`src/rtl/ysyx_23060201_pkg.sv`:
```
// Shared types and defaults for the memory arbiter: FSM encoding, requester IDs,
// and the physical memory window.
package ysyx_23060201_pkg;

    localparam logic [31:0] MBASE_DEF = 32'h8000_0000;
    localparam logic [31:0] MSIZE_DEF = 32'h0800_0000;

    typedef logic [1:0] state_t;
    localparam state_t S_IDLE  = 2'd0;
    localparam state_t S_ISSUE = 2'd1;
    localparam state_t S_WAIT  = 2'd2;
    localparam state_t S_RESP  = 2'd3;

    typedef enum logic {
        ID_IFU = 1'b0,
        ID_LSU = 1'b1
    } req_id_t;

    // Subtraction only happens once addr >= base, so the offset never wraps.
    function automatic logic in_range(input logic [31:0] addr,
                                      input logic [31:0] base,
                                      input logic [31:0] size);
        return (addr >= base) && ((addr - base) < size);
    endfunction

endpackage

```
`src/rtl/ysyx_23060201_arb_pick.sv`:
```
// Two-requester grant picker: a lone requester always wins, ties go to the
// requester named by ptr.
module ysyx_23060201_arb_pick
    import ysyx_23060201_pkg::*;
(
    input  logic [1:0] valid,
    input  req_id_t    ptr,
    output logic [1:0] grant
);

    always_comb begin
        grant = 2'b00;
        if (valid[ID_LSU] && (ptr == ID_LSU || !valid[ID_IFU]))
            grant[ID_LSU] = 1'b1;
        else if (valid[ID_IFU])
            grant[ID_IFU] = 1'b1;
    end

endmodule

```
`src/rtl/ysyx_23060201_mem_arbiter.sv`:
```
// IFU/LSU arbiter onto a single memory port, one transaction in flight.
// Define YSYX_23060201_ARB_RR_EN for round-robin; otherwise LSU has fixed priority.
module ysyx_23060201_mem_arbiter
    import ysyx_23060201_pkg::*;
#(
    parameter logic [31:0] MBASE = MBASE_DEF,
    parameter logic [31:0] MSIZE = MSIZE_DEF
) (
    input  logic        clk,
    input  logic        rst_n,
    input  logic        ifu_req_valid,
    output logic        ifu_req_ready,
    input  logic [31:0] ifu_addr,
    output logic        ifu_resp_valid,
    input  logic        ifu_resp_ready,
    output logic [31:0] ifu_rdata,
    input  logic        lsu_req_valid,
    output logic        lsu_req_ready,
    input  logic [31:0] lsu_addr,
    input  logic [31:0] lsu_wdata,
    input  logic [3:0]  lsu_wmask,
    output logic        lsu_resp_valid,
    input  logic        lsu_resp_ready,
    output logic [31:0] lsu_rdata,
    output logic        mem_req_valid,
    input  logic        mem_req_ready,
    output logic [31:0] mem_addr,
    output logic [31:0] mem_wdata,
    output logic [3:0]  mem_wmask,
    input  logic        mem_resp_valid,
    input  logic [31:0] mem_rdata
);

    state_t      state;
    req_id_t     owner;
    req_id_t     ptr;
    logic [31:0] addr_q;
    logic [31:0] wdata_q;
    logic [3:0]  wmask_q;
    logic [31:0] rdata_q;
    logic [1:0]  grant;
    logic        idle;
    logic        req_hs;
    logic        pick_lsu;
    logic [31:0] sel_addr;

    ysyx_23060201_arb_pick u_pick (
        .valid (lsu_req_valid ? {1'b1, ifu_req_valid} : {1'b0, ifu_req_valid}),
        .ptr   (ptr),
        .grant (grant)
    );

    // Gating with rst_n keeps the combinational readies low while reset is held.
    assign idle          = (state == S_IDLE) && rst_n;
    assign ifu_req_ready = idle && grant[ID_IFU];
    assign lsu_req_ready = idle && grant[ID_LSU];
    assign req_hs        = ifu_req_ready || lsu_req_ready;
    assign pick_lsu      = grant[ID_LSU];
    assign sel_addr      = pick_lsu ? lsu_addr : ifu_addr;

`ifdef YSYX_23060201_ARB_RR_EN
    always_ff @(posedge clk or negedge rst_n) begin
        if (!rst_n)
            ptr <= ID_LSU;
        else if (req_hs)
            ptr <= pick_lsu ? ID_IFU : ID_LSU;
    end
`else
    assign ptr = ID_LSU;
`endif

    always_ff @(posedge clk or negedge rst_n) begin
        if (!rst_n) begin
            state   <= S_IDLE;
            owner   <= ID_IFU;
            addr_q  <= 32'h0;
            wdata_q <= 32'h0;
            wmask_q <= 4'h0;
            rdata_q <= 32'h0;
        end else begin
            case (state)
                S_IDLE: if (req_hs) begin
                    owner   <= pick_lsu ? ID_LSU : ID_IFU;
                    addr_q  <= sel_addr - MBASE;
                    wdata_q <= pick_lsu ? lsu_wdata : 32'h0;
                    wmask_q <= pick_lsu ? lsu_wmask : 4'h0;
                    if (in_range(sel_addr, MBASE, MSIZE)) begin
                        state <= S_ISSUE;
                    end else begin
                        // Out-of-window access completes locally with zero data.
                        rdata_q <= 32'h0;
                        state   <= S_RESP;
                    end
                end
                S_ISSUE: if (mem_req_ready) state <= S_WAIT;
                S_WAIT: if (mem_resp_valid) begin
                    rdata_q <= mem_rdata;
                    state   <= S_RESP;
                end
                S_RESP: begin
                    if ((owner == ID_IFU && ifu_resp_ready) ||
                        (owner == ID_LSU && lsu_resp_ready))
                        state <= S_IDLE;
                end
                default: state <= S_IDLE;
            endcase
        end
    end

    assign mem_req_valid  = (state == S_ISSUE);
    assign mem_addr       = addr_q;
    assign mem_wdata      = wdata_q;
    assign mem_wmask      = wmask_q;
    assign ifu_resp_valid = (state == S_RESP) && (owner == ID_IFU);
    assign lsu_resp_valid = (state == S_RESP) && (owner == ID_LSU);
    assign ifu_rdata      = rdata_q;
    assign lsu_rdata      = rdata_q;

endmodule

```
`config.mk`:
```
export PLATFORM = sky130hd
export DESIGN_NAME = ysyx_23060201_mem_arbiter
export DESIGN_NICKNAME = d
export VERILOG_FILES = /design/src/rtl/ysyx_23060201_pkg.sv /design/src/rtl/ysyx_23060201_arb_pick.sv /design/src/rtl/ysyx_23060201_mem_arbiter.sv
export SDC_FILE = /design/constraint.sdc
export NUM_CORES = 1
export LEC_CHECK = 0
export CAP_MARGIN = 15
export CORE_MARGIN = 2
export CORE_UTILIZATION = 28
export CTS_CLUSTER_DIAMETER = 120
export DETAILED_ROUTE_END_ITERATION = 10
export PLACE_DENSITY_LB_ADDON = 0.05
export SLEW_MARGIN = 20
export SYNTH_ARGS = -nofsm -noshare
export SYNTH_HDL_FRONTEND = slang
export SYNTH_SLANG_ARGS = --single-unit
```
`constraint.sdc`:
```
create_clock -name clk -period 3.3 [get_ports clk]
set_clock_uncertainty 0.2 [all_clocks]
set_input_delay 0.66 -clock clk [delete_from_list [all_inputs] [get_ports clk]]
set_output_delay 0.66 -clock clk [all_outputs]
set_load 0.005 [all_outputs]
```
==> results.toml <==
[status]
status = "complete, no violations"

[synth]
synth.area.mux_share = 0.06746
synth_edf_count = 0
synthCells = 518
yosysWarnings = 0
synthXorXnorAreaFrac = 0
synthFlopType = "dfrtp_1"
syn_area_mm2 = 0.005230
synth-simple-area-share = 0.1105
synth-async-reset-ratio = 1.000
synth-seq-cells = 103
yosysUniqueCellTypes = 34
synthAdderAreaFrac = 0.01196
syn-num-nets = 663
synth_top_family_by_area = "compound AO/OA/AOI/OAI gates"
avgSynthCellArea_um2 = 10.10
yosysSeqAreaShare = 0.4928
synth-compound-area-share = 0.2294

[floorplanning]
die_w_um = 140.7
num_rows = 49
die_h_um = 140.7
core-area_mm2 = 0.01815
initial_utilization = 0.2882
boundaryPins = 277
dieArea_mm2 = 0.01979

[sta]
worstMarginPinSlew_ps = 740.6
setup_viol = 0
finalCritPeriodShare = 0.9270
maxSlewHeadroom = 0.5044
fmax_mhz = 326.9
hold_ws_ps = 278.9
timing.setup.tns_ps = 0
setup_slack_ps = 241.0
rsz0062_at_grt = "no"
fin_crit_ps = 3059
final_max_slew_viol_count = 0
final_hold_viol_count = 0

[final_layout]
layout_common_cells = "clkdlybuf4s50_1 (274), dfrtp_1 (103), nand2_1 (62)"
syn2layout_area_growth_pct = 58.13
multi_input_area_mm2 = 0.002202
regArea_mm2 = 0.002577
layout_commonest_cell = "clkdlybuf4s50_1"
filler_cell_count = 1691
nets = 887
drive_above_1_share = 0.05087
antenna_cells = 0

[power_and_ir_drop]
p_leak_nw = 3.560
p_per_area_mw_per_mm2 = 800.5
irDropWorstVdd_mv = 0.3480

[worst_setup_path]
cp_data_required_time_ps = 2440
slowest_stage = "clkdlybuf4s50_1"
start_kind = "primary input"
end_kind = "primary output"
worstPathCellList = "dlygate4sd3_1 -> buf_4 -> and3_1 -> clkdlybuf4s50_1"
timing_worst_setup_path_type = "primary input to primary output"
path_max_fanout = 11
crit_arrival_ps = 2200
critical_path.max_stage_delay_ps = 570

[grt]
grt_pass1_vias = 4923
antenna_found_initial = 0
grt_usage = 0.1791
overflow = 0
grt_pass1_wl_mm = 27.77
grt_max_degree = 101

[clock_network]
post-cts-setup-buffers = 0
htree_levels = 3
cts_tree = "done"
clock_latency_ps = 350
cts_made_buffers = 9
root_buffer = "clkbuf_16"
cts_sinks = 103
clkSlewWorstSetupHoldPaths_ps = 70
cts_resized = 0
cts.path.max_buffers = 2

[place]
io_buffers = 276
dpl.hpwl_mm = 12.90
dp_slack_ps = 435.2
place_congestion = 0.7545

[run]
maxCapViolations = 0

[detailed_routing]
drc = 0
antenna_left = 0
wl_per_cell_um = 18.43
dr.pass1.iters = 4
vias = 4838
drt-initial-drc-count = 154
drt_wl_total_mm = 17.99
routed_via_density = 4.957

[hold_path]
hp-class = "flip-flop to flip-flop"
==> final cells by class <==
type,count,area share
clock inverter,7,0.009380
tap,229,0.03464
timing repair buffer,292,0.3495
sequential,103,0.3116
inverter,3,0.001362
clock buffer,9,0.02723
multi-input combinational,333,0.2663
==> path summary, 6_finish.rpt <==
kind / cells after the start / end / slack (ps) / startpoint
setup / recovery: 4 / lsu_req_ready / 240 / rst_n
hold / removal: 2 / mem_addr[6]$_DFFE_PN0P_ / 280 / mem_addr[6]$_DFFE_PN0P_
setup reg to reg: 7 / state[1]$_DFFE_PN0P_ / 760 / state[0]$_DFFE_PN0P_
hold reg to reg: 2 / mem_addr[6]$_DFFE_PN0P_ / 280 / mem_addr[6]$_DFFE_PN0P_
max in group asynchronous: 4 / ifu_rdata[16]$_DFFE_PN0P_ / 1120 / rst_n
min in group asynchronous: 2 / mem_addr[31]$_DFFE_PN0P_ / 480 / rst_n
==> critical path: cells and delay by family <==
family,cells,cell delay (ps)
and+or+nand+nor,1,220
buffers and inverters,3,1300
==> repair_timing <==
item	4_1_cts	5_1_grt
endpoints found under the setup margin	0	0
hold buffers	1	0
endpoints found under the hold margin	7	0
==> cell families (layout without fill, tap and decap cells) <==
| logic type | count (synthesis) | count (layout) |
|---|---|---|
| buffers and inverters | 82 | 311 |
| AOI/OAI and AO/OA | 171 | 171 |
| muxes | 35 | 35 |
| DFF | 103 | 103 |
| adders and majority gates | 5 | 5 |
| and+or+nand+nor | 122 | 122 |
==> metal layers <==
| layer | part of all wire | vias up | GRT usage |
|---|---|---|---|
| met5 | 0 | - | 0 |
| met4 | 0.011 | 0 | 0.05105 |
| met3 | 0.084 | 14 | 0.05774 |
| met2 | 0.49 | 190 | 0.3078 |
| met1 | 0.41 | 2350 | 0.2156 |
| li1 | - | 2284 | - |
==> where the power goes <==
group | internal, mW | switching, mW
combinational | 1.97 | 1.28
clock | 0.536 | 0.549
sequential | 1.83 | 0.449
==> synth_stat cells, drive strengths merged (2+ instances only) <==
cell type	n	area, um2
dfrtp	103	2577
nand2	62	232.7
buf	51	342.8
o21ai	44	220.2
a22o	36	315.3
mux2i	33	330.3
clkbuf	28	105.1
nand3	26	130.1
o211ai	23	172.7
a21oi	22	110.1
a211o	21	183.9
nand2b	21	131.4
o31ai	21	157.7
ha	5	62.56
inv	3	11.26
nor2	3	11.26
and2	2	12.51
mux2	2	22.52
nor2b	2	12.51
==> registers in the layout, indices dropped and copies added (netlist names) <==
name / cells
ifu_rdata: 32
mem_addr: 32
owner: 1
state: 2
mem_wdata: 32
mem_wmask: 4
==> per-stage QoR <==
step	instances	cell area [um2]	total power, mW	utilization
floorplan	518	5230	3.756	-
finish	976	8270	6.620	0.4557
CTS	976	8270	6.727	0.4557
detailed placement	959	7958	5.593	0.4385
global placement	959	7958	5.527	0.4385
global route	976	8270	7.094	0.4557
Power figures use the tool's default switching activity.
